<file path="config.mk">
export PLATFORM = sky130hd
export DESIGN_NAME = program_loader_flat
export DESIGN_NICKNAME = d
export VERILOG_FILES = /design/src/rtl/program_loader_if.sv /design/src/rtl/program_loader.sv /design/src/flat_wrapper.sv
export SDC_FILE = /design/constraint.sdc
export NUM_CORES = 1
export LEC_CHECK = 0
export ABC_AREA = 1
export BUFFER_PORTS_ARGS = -buffer_cell sky130_fd_sc_hd__buf_2
export CELL_PAD_IN_SITES_DETAIL_PLACEMENT = 1
export CELL_PAD_IN_SITES_GLOBAL_PLACEMENT = 1
export CORE_MARGIN = 2
export CORE_UTILIZATION = 40
export DETAILED_ROUTE_END_ITERATION = 12
export PLACE_DENSITY_LB_ADDON = 0.1
export SETUP_SLACK_MARGIN = 0.1
export SLEW_MARGIN = 0
export SYNTH_ARGS = -nofsm -noshare
export SYNTH_HDL_FRONTEND = slang
export SYNTH_SLANG_ARGS = --single-unit
</file>
<file path="constraint.sdc">
create_clock -name clk -period 3.2 [get_ports clk]
set_clock_uncertainty 0.1 [all_clocks]
set_input_delay 0 -clock clk [delete_from_list [all_inputs] [get_ports clk]]
set_output_delay 0 -clock clk [all_outputs]
set_load 0.02 [all_outputs]
</file>
<file path="src/rtl/program_loader_if.sv">
// Host FIFO read port and memory write ports of the program loader.
// master: loader side; slave: FIFO/memory side.
interface program_loader_if #(
  parameter int WORD_W         = 32,
  parameter int NU_COUNT       = 8,
  parameter int INST_MEM_DEPTH = 8,
  parameter int INST_MEM_SIZE  = 32,
  parameter int W_MEM_DEPTH    = 10,
  parameter int XY_MEM_DEPTH   = 10,
  parameter int DATA_W         = 16
);
  logic                      load_enable;
  logic                      buffer_empty;
  logic [WORD_W-1:0]         buffer_data;
  logic                      buffer_read_enable;
  logic                      inst_write_enable;
  logic [INST_MEM_DEPTH-1:0] inst_write_addr;
  logic [INST_MEM_SIZE-1:0]  inst_write_data;
  logic [NU_COUNT-1:0]       w_write_enable;
  logic [W_MEM_DEPTH-1:0]    w_write_addr;
  logic                      mm_xy_write_enable;
  logic [XY_MEM_DEPTH-1:0]   mm_write_addr;
  logic [DATA_W-1:0]         mm_write_data;
  logic                      busy;
  logic                      done;
  logic                      error;

  modport master (
    input  load_enable, buffer_empty, buffer_data,
    output buffer_read_enable,
    output inst_write_enable, inst_write_addr, inst_write_data,
    output w_write_enable, w_write_addr,
    output mm_xy_write_enable, mm_write_addr, mm_write_data,
    output busy, done, error
  );

  modport slave (
    output load_enable, buffer_empty, buffer_data,
    input  buffer_read_enable,
    input  inst_write_enable, inst_write_addr, inst_write_data,
    input  w_write_enable, w_write_addr,
    input  mm_xy_write_enable, mm_write_addr, mm_write_data,
    input  busy, done, error
  );
endinterface

</file>
<file path="src/rtl/program_loader.sv">
// Pops header/payload words from the host FIFO and writes instruction,
// weight and XY memories. Ports: clk, reset_n, bus (program_loader_if.master).
module program_loader #(
  parameter int WORD_W         = 32,
  parameter int NU_COUNT       = 8,
  parameter int INST_MEM_DEPTH = 8,
  parameter int INST_MEM_SIZE  = 32,
  parameter int W_MEM_DEPTH    = 10,
  parameter int XY_MEM_DEPTH   = 10,
  parameter int DATA_W         = 16
) (
  input  logic              clk,
  input  logic              reset_n,
  program_loader_if.master  bus
);
  localparam int AW0 = (INST_MEM_DEPTH > W_MEM_DEPTH) ?
                       INST_MEM_DEPTH : W_MEM_DEPTH;
  localparam int AW  = (AW0 > XY_MEM_DEPTH) ? AW0 : XY_MEM_DEPTH;

  typedef enum logic [0:0] {S_HEADER, S_PAYLOAD} state_t;
  typedef enum logic [1:0] {
    T_INST, T_WEIGHT, T_XY, T_END
  } tgt_t;

  state_t              state_q, state_d;
  tgt_t                tgt_q, tgt_d;
  logic [5:0]          nu_q, nu_d;
  logic [AW-1:0]       addr_q, addr_d;
  logic [11:0]         rem_q, rem_d;
  logic                iwe_q, iwe_d;
  logic [NU_COUNT-1:0] wwe_q, wwe_d;
  logic                xwe_q, xwe_d;
  logic [AW-1:0]       waddr_q, waddr_d;
  logic [WORD_W-1:0]   wdata_q, wdata_d;
  logic                done_q, done_d;
  logic                err_q, err_d;

  logic       pop;
  tgt_t       h_tgt;
  logic [5:0] h_nu;
  logic [11:0] h_base;
  logic [11:0] h_cnt;
  logic       nu_bad;

  assign h_tgt  = tgt_t'(bus.buffer_data[WORD_W-1 -: 2]);
  assign h_nu   = bus.buffer_data[WORD_W-3 -: 6];
  assign h_base = bus.buffer_data[WORD_W-9 -: 12];
  assign h_cnt  = bus.buffer_data[WORD_W-21 -: 12];
  assign nu_bad = 32'(nu_q) >= NU_COUNT;

  // Gated by reset so no word is lost while the loader is held.
  assign pop = bus.load_enable & ~bus.buffer_empty & reset_n;

  always_comb begin
    state_d = state_q;
    tgt_d   = tgt_q;
    nu_d    = nu_q;
    addr_d  = addr_q;
    rem_d   = rem_q;
    iwe_d   = 1'b0;
    wwe_d   = '0;
    xwe_d   = 1'b0;
    waddr_d = waddr_q;
    wdata_d = wdata_q;
    done_d  = 1'b0;
    err_d   = err_q;
    unique case (state_q)
      S_HEADER: begin
        if (pop) begin
          tgt_d = h_tgt;
          nu_d  = h_nu;
          if (h_tgt == T_WEIGHT && 32'(h_nu) >= NU_COUNT)
            err_d = 1'b1;
          if (h_tgt == T_END) begin
            done_d = 1'b1;
          end else if (h_cnt != 12'd0) begin
            state_d = S_PAYLOAD;
            addr_d  = h_base[AW-1:0];
            rem_d   = h_cnt;
          end
        end
      end
      S_PAYLOAD: begin
        if (pop) begin
          waddr_d = addr_q;
          wdata_d = bus.buffer_data;
          unique case (1'b1)
            tgt_q == T_INST:   iwe_d = 1'b1;
            tgt_q == T_WEIGHT:
              if (!nu_bad) wwe_d = NU_COUNT'(1) << nu_q;
            tgt_q == T_XY:     xwe_d = 1'b1;
            default: ;
          endcase
          // Counter wraps mod 2^AW, a multiple of every memory depth.
          addr_d = addr_q + 1'b1;
          rem_d  = rem_q - 12'd1;
          if (rem_q == 12'd1) state_d = S_HEADER;
        end
      end
      default: state_d = S_HEADER;
    endcase
  end

  always_ff @(posedge clk or negedge reset_n) begin
    if (!reset_n) begin
      state_q <= S_HEADER;
      tgt_q   <= T_INST;
      nu_q    <= '0;
      addr_q  <= '0;
      rem_q   <= '0;
      iwe_q   <= 1'b0;
      wwe_q   <= '0;
      xwe_q   <= 1'b0;
      waddr_q <= '0;
      wdata_q <= '0;
      done_q  <= 1'b0;
      err_q   <= 1'b0;
    end else begin
      state_q <= state_d;
      tgt_q   <= tgt_d;
      nu_q    <= nu_d;
      addr_q  <= addr_d;
      rem_q   <= rem_d;
      iwe_q   <= iwe_d;
      wwe_q   <= wwe_d;
      xwe_q   <= xwe_d;
      waddr_q <= waddr_d;
      wdata_q <= wdata_d;
      done_q  <= done_d;
      err_q   <= err_d;
    end
  end

  assign bus.buffer_read_enable = pop;
  assign bus.inst_write_enable  = iwe_q;
  assign bus.inst_write_addr    = waddr_q[INST_MEM_DEPTH-1:0];
  assign bus.inst_write_data    = wdata_q[INST_MEM_SIZE-1:0];
  assign bus.w_write_enable     = wwe_q;
  assign bus.w_write_addr       = waddr_q[W_MEM_DEPTH-1:0];
  assign bus.mm_xy_write_enable = xwe_q;
  assign bus.mm_write_addr      = waddr_q[XY_MEM_DEPTH-1:0];
  assign bus.mm_write_data      = wdata_q[DATA_W-1:0];
  assign bus.busy               = (state_q == S_PAYLOAD);
  assign bus.done               = done_q;
  assign bus.error              = err_q;
endmodule

</file>
<file path="src/flat_wrapper.sv">
// flat-port wrapper written by rule: the top's interface ports become plain ports
module program_loader_flat 
#(
  parameter int WORD_W         = 32,
  parameter int NU_COUNT       = 8,
  parameter int INST_MEM_DEPTH = 8,
  parameter int INST_MEM_SIZE  = 32,
  parameter int W_MEM_DEPTH    = 10,
  parameter int XY_MEM_DEPTH   = 10,
  parameter int DATA_W         = 16
)
  (clk, reset_n, bus_load_enable, bus_buffer_empty, bus_buffer_data, bus_buffer_read_enable, bus_inst_write_enable, bus_inst_write_addr, bus_inst_write_data, bus_w_write_enable, bus_w_write_addr, bus_mm_xy_write_enable, bus_mm_write_addr, bus_mm_write_data, bus_busy, bus_done, bus_error);
  program_loader_if #(.WORD_W(WORD_W), .NU_COUNT(NU_COUNT), .INST_MEM_DEPTH(INST_MEM_DEPTH), .INST_MEM_SIZE(INST_MEM_SIZE), .W_MEM_DEPTH(W_MEM_DEPTH), .XY_MEM_DEPTH(XY_MEM_DEPTH), .DATA_W(DATA_W)) bus_i ();
  input  logic clk;
  input  logic reset_n;
  input wire logic [$bits(bus_i.load_enable)-1:0] bus_load_enable;
  input wire logic [$bits(bus_i.buffer_empty)-1:0] bus_buffer_empty;
  input wire logic [$bits(bus_i.buffer_data)-1:0] bus_buffer_data;
  output wire logic [$bits(bus_i.buffer_read_enable)-1:0] bus_buffer_read_enable;
  output wire logic [$bits(bus_i.inst_write_enable)-1:0] bus_inst_write_enable;
  output wire logic [$bits(bus_i.inst_write_addr)-1:0] bus_inst_write_addr;
  output wire logic [$bits(bus_i.inst_write_data)-1:0] bus_inst_write_data;
  output wire logic [$bits(bus_i.w_write_enable)-1:0] bus_w_write_enable;
  output wire logic [$bits(bus_i.w_write_addr)-1:0] bus_w_write_addr;
  output wire logic [$bits(bus_i.mm_xy_write_enable)-1:0] bus_mm_xy_write_enable;
  output wire logic [$bits(bus_i.mm_write_addr)-1:0] bus_mm_write_addr;
  output wire logic [$bits(bus_i.mm_write_data)-1:0] bus_mm_write_data;
  output wire logic [$bits(bus_i.busy)-1:0] bus_busy;
  output wire logic [$bits(bus_i.done)-1:0] bus_done;
  output wire logic [$bits(bus_i.error)-1:0] bus_error;
  assign bus_i.load_enable = bus_load_enable;
  assign bus_i.buffer_empty = bus_buffer_empty;
  assign bus_i.buffer_data = bus_buffer_data;
  assign bus_buffer_read_enable = bus_i.buffer_read_enable;
  assign bus_inst_write_enable = bus_i.inst_write_enable;
  assign bus_inst_write_addr = bus_i.inst_write_addr;
  assign bus_inst_write_data = bus_i.inst_write_data;
  assign bus_w_write_enable = bus_i.w_write_enable;
  assign bus_w_write_addr = bus_i.w_write_addr;
  assign bus_mm_xy_write_enable = bus_i.mm_xy_write_enable;
  assign bus_mm_write_addr = bus_i.mm_write_addr;
  assign bus_mm_write_data = bus_i.mm_write_data;
  assign bus_busy = bus_i.busy;
  assign bus_done = bus_i.done;
  assign bus_error = bus_i.error;
  program_loader #(.WORD_W(WORD_W), .NU_COUNT(NU_COUNT), .INST_MEM_DEPTH(INST_MEM_DEPTH), .INST_MEM_SIZE(INST_MEM_SIZE), .W_MEM_DEPTH(W_MEM_DEPTH), .XY_MEM_DEPTH(XY_MEM_DEPTH), .DATA_W(DATA_W)) u_core (.clk(clk), .reset_n(reset_n), .bus(bus_i));
endmodule
</file>
==> out/metrics.csv <==
metric,value,unit
outcome,completed,
die_y,106.3,microns
final_common_cell,nand2_1,
antenna_cells,0,
worstPathRequired,3.31,ns
rsz0062_at_grt,no,
timing.rr.end,u_core.addr_q[3]$_DFFE_PN0P_,
fin_crit_sh,69.95,%
ys_seq_area_share,50.85,%
fin_crit,2.238,ns
crit_fanout,32,
r2r_slack,0.96,ns
max_slew_margin,48.78,%
dieWidth,106.3,microns
grt_overflow,0,
worstSetupStartpoint,u_core.bus.busy$_DFF_PN0_,
post-place-ws,0.9270,ns
cts_made_buffers,9,
end_kind,flip-flop,
endpoint,u_core.addr_q[3]$_DFFE_PN0P_,
reg2reg_from,u_core.bus.busy$_DFF_PN0_,
vias,3776,
start_util,40.88,%
die_area,0.01129,sq mm
firstDrtPassIters,4,
path_class,reg -> reg,
p_per_area,794.5,mW/mm^2
clkTransAtPathRegs,0.10,ns
antenna_left,0,
synth.avg_cell_area,7.998,sq um
dp.cells,736,
dp_hpwl,7.891,mm
grt.total_usage,21.62,%
wl_per_cell,14.45,microns
drv_cap,0,
final_cell_mix,"nand2_1 (165), buf_2 (124), dfrtp_1 (85), inv_1 (50), nand3_1 (48)",
cts-htree-levels,3,
critPathLaunchType,flip-flop,
max_freq,446.8,MHz
viasPerCell,4.780,
clkSinkCount,85,
core.rowCount,37,
syn_to_final_growth,25.34,%
drt-total-wl,11.41,mm
cts_root_buf,clkbuf_8,
gp_congestion,0.8015,
io_pins,126,
netlist_area,0.004183,sq mm
syn_inst,523,
syn-num-nets,562,
drc_errors,0,
fin_cells,790,
worstMarginPinSlew,0.7682,ns
min_path_type,in -> async,
ys_ff_latch,85,
clockBufferDepth,2,
drt_iter0_drc,141,
setup_tns,0,ns
synth.distinct_cells,27,
drive_gt1_share,23.85,%
clk_latency,0.37,ns
fillers,1303,
cts_resized,0,
regArea,0.002127,sq mm
multi_input_area,0.001493,sq mm
grt_max_degree,61,
core_area,0.01023,sq mm
rr_worst_depth,6,
hold_viol_final,0,
critPathArrivalTime,2.35,ns
drv_slew,0,
synth_warnings,0,
p_leak,0.002830,uW
nNetsFinal,689,
grt_pass1_wl,19.16,mm
antenna_found_initial,0,
grt_pass1_vias,3941,
ir_drop,0.3203,mV
setup_viol,0,
portBuffers,125,
setup_ws,0.9617,ns
cts_tree,yes,
[state kept, by name, indices dropped and copies added, names as in the netlist]
name	cells
u_core.bus.w_write_enable	8
u_core.bus.inst_write_data	32
u_core.addr_q	10
u_core.nu_q	6
u_core.bus.busy	1
u_core.bus.error	1
u_core.bus.inst_write_enable	1
u_core.bus.done	1
u_core.rem_q	12
u_core.bus.mm_xy_write_enable	1
u_core.bus.mm_write_addr	10
u_core.tgt_q	2
[power by group]
group / internal (uW) / leakage, uW / switching [uW]
logic: 576 / 0.00165 / 1120
registers: 1400 / 0.00108 / 281
clock network: 364 / 0.0000923 / 419
[logic make-up after synthesis]
logic type | Yosys count | synth area share [%]
flops | 85 | 50.85
fa+ha+maj | 3 | 0.8975
xor+xnor | 1 | 0.2094
buf+inv | 105 | 13.46
compound gates | 69 | 8.496
simple gates | 260 | 26.08
[worst min-delay path by stage]
stage | cells past startpoint | slack (ns) | startpoint | end
3_5_place_dp | 1 | -0.15 | reset_n | u_core.bus.inst_write_data[9]$_DFFE_PN0P_
4_1_cts | 3 | 0.04 | reset_n | u_core.bus.inst_write_data[20]$_DFFE_PN0P_
2_1_floorplan | 0 | -0.40 | reset_n | u_core.addr_q[0]$_DFFE_PN0P_
6_report | 3 | 0.05 | reset_n | u_core.bus.inst_write_data[4]$_DFFE_PN0P_
3_3_place_gp | 1 | -0.16 | reset_n | u_core.bus.inst_write_data[7]$_DFFE_PN0P_
5_1_grt | 3 | 0.05 | reset_n | u_core.bus.inst_write_data[24]$_DFFE_PN0P_
[per-layer routing]
layer / vias up / part of all wire [%] / GRT usage, %
met1: 1803 / 44 / 27.05
met3: 19 / 3.2 / 2.514
met4: 0 / 2.6 / 9.680
met5: - / 0 / 0
li1: 1876 / - / -
met2: 78 / 50 / 37.50
[cells in the mapped netlist]
cell,n,area (sq um)
nor2_4,1,11.26
nor2_1,26,97.59
nand2_2,1,6.260
a21oi_2,1,8.760
ha_1,3,37.54
inv_1,50,187.7
nor3_2,2,20.02
nand3_1,48,240.2
nor2_2,2,12.51
clkbuf_1,6,22.52
nor3_1,9,45.04
nand2_1,165,619.3
o2bb2ai_1,1,8.760
buf_4,37,277.8
xor2_1,1,8.760
buf_2,6,30.03
nand3b_1,1,7.510
inv_2,3,11.26
o21ai_1,22,110.1
or2_2,1,6.260
nand4_1,3,18.77
dfrtp_1,85,2127
nor4_1,1,6.260
o31ai_1,1,7.510
buf_6,3,33.78
a21oi_1,3,15.01
o21ai_0,41,205.2
[per-stage QoR]
step / util [%] / total power [uW] / cell area [sq um] / hold WS [ns]
2_1_floorplan: - / 2980 / 4183 / -0.3956
3_3_place_gp: 45.42 / 3308 / 4647 / -0.1614
3_5_place_dp: 45.42 / 3380 / 4647 / -0.1519
4_1_cts: 51.24 / 4207 / 5243 / 0.04150
5_1_grt: 51.24 / 4509 / 5243 / 0.05267
6_report: 51.24 / 4165 / 5243 / 0.05102
[critical path, stage by stage, from the launching register on]
cell	delay [ns]
dfrtp_1	0.39
inv_2	0.27
nor2_4	0.15
inv_2	0.39
nand2_2	0.47
nand2_1	0.19
o21ai_0	0.12
[area by class of cell]
type / instances / share of cell area, %
clock inverters: 6 / 1.360
multi-input cells: 333 / 28.47
inverters: 53 / 3.795
repair buffers: 168 / 20.19
clock buffers: 9 / 2.363
flip-flops and latches: 85 / 40.57
well taps: 136 / 3.246
[timing repair]
action | 4_1_cts | 5_1_grt
buffers inserted | 0 | 0
hold buffers | 39 | 0
endpoints found under the hold margin | 89 | 0
Note: power is estimated with default switching activity, not from simulation.
